[config.mk]
export PLATFORM = sky130hd
export DESIGN_NAME = mic_i2s_receiver
export DESIGN_NICKNAME = d
export VERILOG_FILES = /design/src/rtl/mic_i2s_receiver.sv
export SDC_FILE = /design/constraint.sdc
export NUM_CORES = 1
export LEC_CHECK = 0
export BUFFER_PORTS_ARGS = -buffer_cell sky130_fd_sc_hd__buf_2
export CAP_MARGIN = 20
export CORE_MARGIN = 3
export CORE_UTILIZATION = 41
export CTS_CLUSTER_SIZE = 28
export DETAILED_ROUTE_END_ITERATION = 8
export PLACE_DENSITY_LB_ADDON = 0.08
export SLEW_MARGIN = 0
export SYNTH_ARGS = -nofsm -noshare
export SYNTH_HDL_FRONTEND = slang
export SYNTH_SLANG_ARGS = --single-unit
export TNS_END_PERCENT = 5
[constraint.sdc]
create_clock -name mon_clk -period 17.3 [get_ports mon_clk]
set_clock_uncertainty 0.2 [all_clocks]
set_input_delay 1.73 -clock mon_clk [delete_from_list [all_inputs] [get_ports mon_clk]]
set_output_delay 1.73 -clock mon_clk [all_outputs]
set_load 0.1 [all_outputs]
[src/rtl/mic_i2s_receiver.sv]
// mic_i2s_receiver: captures a Philips I2S microphone stream in the mon_clk domain,
// pairs left/right words and queues them in a small first-word-fall-through FIFO.
`timescale 1ns/1ps
module mic_i2s_receiver #(
  parameter int unsigned SAMPLE_W = 16,
  parameter int unsigned FIFO_AW  = 2
) (
  input  logic                    mon_clk,
  input  logic                    rst,
  input  logic                    enable,
  input  logic                    mic_bclk,
  input  logic                    mic_lrck,
  input  logic                    mic_data,
  output logic [2*SAMPLE_W-1:0]   sample_data,
  output logic                    sample_valid,
  input  logic                    sample_ack,
  output logic [FIFO_AW:0]        sample_count,
  output logic                    overflow,
  output logic                    frame_error
);

  localparam int unsigned DEPTH = 1 << FIFO_AW;
  localparam int unsigned CW    = $clog2(SAMPLE_W + 2);
  localparam logic [CW-1:0]    CNT_W     = CW'(SAMPLE_W);
  localparam logic [CW-1:0]    CNT_SAT   = CW'(SAMPLE_W + 1);
  localparam logic [CW-1:0]    CNT_SHORT = CW'(SAMPLE_W - 1);
  localparam logic [FIFO_AW:0] CNT_FULL  = (FIFO_AW+1)'(DEPTH);

  logic [2:0]             bclk_sync_q;
  logic [1:0]             lrck_sync_q, data_sync_q;
  logic                   bclk_rise, lin, din, keep;
  logic [SAMPLE_W-1:0]    shifted;

  logic [SAMPLE_W-1:0]    shift_q, shift_d;
  logic [CW-1:0]          cnt_q, cnt_d;
  logic                   lrck_prev_q, lrck_prev_d;
  logic                   done_q, done_d;
  logic [SAMPLE_W-1:0]    done_word_q, done_word_d;
  logic                   done_right_q, done_right_d;
  logic                   done_short_q, done_short_d;

  logic                   synced_q, synced_d;
  logic                   lvalid_q, lvalid_d;
  logic [SAMPLE_W-1:0]    lhold_q, lhold_d;
  logic                   push_q, push_d;
  logic [2*SAMPLE_W-1:0]  push_word_q, push_word_d;
  logic                   ferr_q, ferr_d;

  logic [2*SAMPLE_W-1:0]  mem_q [DEPTH];
  logic [FIFO_AW-1:0]     wr_ptr_q, rd_ptr_q;
  logic [FIFO_AW:0]       count_q;
  logic                   ovf_q;
  logic                   pop, full, wr_en;

  always_ff @(posedge mon_clk or posedge rst) begin
    if (rst) begin
      bclk_sync_q <= '0;
      lrck_sync_q <= '0;
      data_sync_q <= '0;
    end else begin
      bclk_sync_q <= {bclk_sync_q[1:0], mic_bclk};
      lrck_sync_q <= {lrck_sync_q[0], mic_lrck};
      data_sync_q <= {data_sync_q[0], mic_data};
    end
  end

  assign bclk_rise = bclk_sync_q[1] & ~bclk_sync_q[2];
  assign lin       = lrck_sync_q[1];
  assign din       = data_sync_q[1];
  assign shifted   = {shift_q[SAMPLE_W-2:0], din};
  assign keep      = (cnt_q < CNT_W);

  // An lrck change marks the final (one-bit-delayed) bit of the previous slot.
  always_comb begin
    shift_d      = shift_q;
    cnt_d        = cnt_q;
    lrck_prev_d  = lrck_prev_q;
    done_d       = 1'b0;
    done_word_d  = done_word_q;
    done_right_d = done_right_q;
    done_short_d = done_short_q;
    if (!enable) begin
      shift_d = '0;
      cnt_d   = '0;
    end else if (bclk_rise) begin
      if (lin == lrck_prev_q) begin
        if (keep) shift_d = shifted;
        if (cnt_q != CNT_SAT) cnt_d = cnt_q + CW'(1);
      end else begin
        done_d       = 1'b1;
        done_word_d  = keep ? shifted : shift_q;
        done_right_d = lrck_prev_q;
        done_short_d = (cnt_q < CNT_SHORT);
        shift_d      = '0;
        cnt_d        = '0;
        lrck_prev_d  = lin;
      end
    end
  end

  always_ff @(posedge mon_clk or posedge rst) begin
    if (rst) begin
      shift_q      <= '0;
      cnt_q        <= '0;
      lrck_prev_q  <= 1'b0;
      done_q       <= 1'b0;
      done_word_q  <= '0;
      done_right_q <= 1'b0;
      done_short_q <= 1'b0;
    end else begin
      shift_q      <= shift_d;
      cnt_q        <= cnt_d;
      lrck_prev_q  <= lrck_prev_d;
      done_q       <= done_d;
      done_word_q  <= done_word_d;
      done_right_q <= done_right_d;
      done_short_q <= done_short_d;
    end
  end

  always_comb begin
    synced_d    = synced_q;
    lvalid_d    = lvalid_q;
    lhold_d     = lhold_q;
    push_d      = 1'b0;
    push_word_d = push_word_q;
    ferr_d      = 1'b0;
    if (!enable) begin
      synced_d = 1'b0;
      lvalid_d = 1'b0;
    end else if (done_q) begin
      if (!synced_q) begin
        synced_d = 1'b1;
      end else if (done_short_q) begin
        ferr_d   = 1'b1;
        lvalid_d = 1'b0;
      end else if (!done_right_q) begin
        lhold_d  = done_word_q;
        lvalid_d = 1'b1;
      end else if (lvalid_q) begin
        push_d      = 1'b1;
        push_word_d = {lhold_q, done_word_q};
        lvalid_d    = 1'b0;
      end
    end
  end

  always_ff @(posedge mon_clk or posedge rst) begin
    if (rst) begin
      synced_q    <= 1'b0;
      lvalid_q    <= 1'b0;
      lhold_q     <= '0;
      push_q      <= 1'b0;
      push_word_q <= '0;
      ferr_q      <= 1'b0;
    end else begin
      synced_q    <= synced_d;
      lvalid_q    <= lvalid_d;
      lhold_q     <= lhold_d;
      push_q      <= push_d;
      push_word_q <= push_word_d;
      ferr_q      <= ferr_d;
    end
  end

  assign pop   = sample_ack && (count_q != '0);
  assign full  = (count_q == CNT_FULL);
  assign wr_en = push_q && (!full || pop);

  always_ff @(posedge mon_clk or posedge rst) begin
    if (rst) begin
      for (int unsigned i = 0; i < DEPTH; i++) mem_q[i] <= '0;
      wr_ptr_q <= '0;
      rd_ptr_q <= '0;
      count_q  <= '0;
      ovf_q    <= 1'b0;
    end else if (!enable) begin
      wr_ptr_q <= '0;
      rd_ptr_q <= '0;
      count_q  <= '0;
      ovf_q    <= 1'b0;
    end else begin
      if (wr_en) begin
        mem_q[wr_ptr_q] <= push_word_q;
        wr_ptr_q        <= wr_ptr_q + FIFO_AW'(1);
      end
      if (push_q && !wr_en) ovf_q <= 1'b1;
      if (pop) rd_ptr_q <= rd_ptr_q + FIFO_AW'(1);
      if (wr_en && !pop)      count_q <= count_q + (FIFO_AW+1)'(1);
      else if (pop && !wr_en) count_q <= count_q - (FIFO_AW+1)'(1);
    end
  end

  assign sample_data  = mem_q[rd_ptr_q];
  assign sample_valid = (count_q != '0);
  assign sample_count = count_q;
  assign overflow     = ovf_q;
  assign frame_error  = ferr_q;

endmodule

==> impl_metrics.ini <==
[floorplan]
fp.coreArea_sq_um = 25470
pin_count = 45
die_y_um = 167.9
floorplan.initialDensity_pct = 42.20
die_outline_area_sq_um = 28200
std_cell_rows = 58
chipWidth_um = 167.9

[yosys]
synthesis.area_sq_um = 10750
synthDominantAreaCellType = dfrtp_1
number_of_cells_produced_by_synthesis = 640
ys_top_cells_by_area = dfrtp_1, mux2_4, mux2_2, mux4_2, buf_12
synth_nets = 654
yosys_warnings = 0
synthMostInstantiatedCell = dfrtp_1
ys_async_sr_fraction_pct = 100.0
syn-mean-instance-area_sq_um = 16.80
synth.distinct_cells = 52
synth_largest_type_area_fraction_pct = 54.93
most_frequently_used_flop_master_after_synthesis = dfrtp_1
ff_latch_count_synth = 236
ys_seq_area_share_pct = 54.93
synth-edff-count = 0
ranking_of_synthesized_cells_by_instance_count = dfrtp_1, mux2_4, mux2_2, mux4_2, a32o_1

[sta]
setup_viol = 0
relSlewSlack_pct = 30.57
worst_slew_pin_tran_ps = 1041
timing.final.ws_setup_ps = 12930
period_minus_slack_ps = 4366
tns_ps = 0
hold_ws_ps = 150.1
unrepaired_setup_endpoints_after_global_routing = no
final-max-slew-violation-count = 0
fin_crit_sh_pct = 25.24
final_hold_violation_count = 0
maxClockFrequency_ghz = 0.2290

[global_routing]
grt_start_max_net_pins = 96
groute.usage.overall_pct = 15.27
via_count_of_the_first_global_routing_pass = 6019
overflow = 0
antenna_violations_before_repair = 0
wire_length_of_the_first_global_routing_pass_um = 34910

[cts]
clock_latency_ps = 520
clk_pin_slew_ps = 60
cts_root_buf = clkbuf_16
clock-sinks = 236
tritoncts = built
cts.htree.levels = 1
post_cts.repair.setup_buffers = 0
ctsHoldBuffers = 0
cts-root-to-sink-buffers = 3
cts-resized-gates = 0
cts_bufs_inserted = 27

[routing]
routedWlPerCell_um = 20.65
detail_route.vias_per_cell = 5.392
first_pass_iters = 6
drc = 0
drt.antenna.violating_nets = 0
dr.first_iter.drc_count = 290
vias = 5559
finalWirelength_um = 21290

[finish]
layout.filler_cells = 2164
register_area_sq_um = 5907
postLayoutCellArea_sq_um = 11990
final_core_utilization_pct = 47.08
area_growth_pct = 11.56
multi_input_area_sq_um = 4410
layout-drive-gt1-share_pct = 49.22
antenna_cells = 0
num-nets-final = 697

[worst_setup_path]
setup.worst_path.start_class = register
setup.worst_path.class = reg2out
critical_path_peak_fanout = 34
endpoint_kind = output port
cp.arrival_ps = 2440
data_required_critical_path_ps = 15370

[hold_path]
hold_path_class = reg2reg

[place]
dpl.hpwl_um = 12430
gp_congestion = 0.7371
placement.cell_area_sq_um = 11070
io_buffer_count = 44
placement.setup.worst_slack_ps = 12800

[power]
cellLeakagePower_nw = 6.102
power.density_cell_area_nw_per_um2 = 101.1
vdd.ir_drop.worst_v = 0.00008824

[run]
maxCapViolations = 0

[outcome]
run_status = finished clean
-- state kept, by name (all words and copies together), names as in the netlist --
signal / count
overflow: 1
bclk_sync_q: 3
push_q: 1
done_right_q: 1
frame_error: 1
lrck_sync_q: 2
done_short_q: 1
lrck_prev_q: 1
rd_ptr_q: 2
cnt_q: 5
sample_count: 3
wr_ptr_q: 2
lvalid_q: 1
done_q: 1
lhold_q: 16
done_word_q: 16
data_sync_q: 2
shift_q: 16
synced_q: 1
mem_q: 128
push_word_q: 32
-- where the power goes --
group / switching (mW) / internal [mW] / total, mW
logic: 0.0694 / 0.0306 / 0.100
clock network: 0.215 / 0.330 / 0.544
registers: 0.00932 / 0.559 / 0.568
-- worst paths after layout --
kind	startpoint	endpoint	slack (ps)	cells past startpoint
min in group asynchronous	rst	mem_q[112]	1120	2
max in group asynchronous	rst	lhold_q[15]	14370	3
worst min register to register	bclk_sync_q[0]	bclk_sync_q[1]	150	0
worst min-delay path	bclk_sync_q[0]	bclk_sync_q[1]	150	0
worst max-delay path	rd_ptr_q[0]	sample_data[12]	12930	3
worst max register to register	sample_count[0]	sample_count[2]	14500	6
-- cells by family (layout without fill, tap and decap cells) --
kind of cell,after synthesis,count (layout),synth area share [%]
muxes,242,242,32.84
adders and majority gates,7,7,0.8845
DFF,236,236,54.93
buffers and inverters,53,114,4.097
AOI/OAI and AO/OA,39,39,3.038
xor gates and xnor gates,4,4,0.3259
and+or+nand+nor,59,59,3.876
-- area by class of cell --
cell class / instances / area share, %
multi-input combinational: 351 / 36.78
sequential: 236 / 49.25
timing repair buffer: 56 / 3.005
clock inverter: 6 / 0.4590
inverter: 11 / 0.4069
tap: 330 / 3.443
clock buffer: 41 / 6.656
-- worst max-delay path: stages (launching register included) --
cell and delay, ps:
dfrtp_2 340, buf_4 610, mux4_2 620, buf_2 310
-- per-stage QoR --
| stage | power (mW) | std cells |
|---|---|---|
| after floorplan | 0.6588 | 640 |
| after global placement | 0.6778 | 979 |
| after detailed placement | 0.6805 | 980 |
| after CTS | 1.234 | 1027 |
| after global routing | 1.266 | 1031 |
| final | 1.213 | 1031 |
-- layout by cell type (no fill, tap or decap), drive strengths merged, types with 2 or more instances in the layout --
cell / netlist / layout
dfrtp: 236 / 236
mux2: 206 / 206
buf: 29 / 56
clkbuf: 13 / 41
mux4: 32 / 32
a32o: 16 / 16
inv: 11 / 11
nand3: 10 / 10
nor2: 10 / 10
nand4: 10 / 10
nand2: 8 / 8
ha: 6 / 6
clkinv: 0 / 5
mux2i: 4 / 4
a21oi: 4 / 4
nand2b: 3 / 3
and3: 3 / 3
xnor2: 2 / 2
nand3b: 2 / 2
nor2b: 2 / 2
a31oi: 2 / 2
o311ai: 2 / 2
xor2: 2 / 2
o21ai: 2 / 2
nand4b: 2 / 2
o211ai: 2 / 2
o21bai: 2 / 2
nor4b: 2 / 2
nor3: 2 / 2
-- metal layers --
layer | wire length [um] | GRT usage [%] | vias up
met4 | 456 | 4.162 | 0
met5 | 0 | 0 | -
met2 | 9939 | 23.86 | 93
li1 | - | - | 2456
met3 | 658 | 2.207 | 31
met1 | 10230 | 22.48 | 2979
Power figures use the tool's default switching activity.
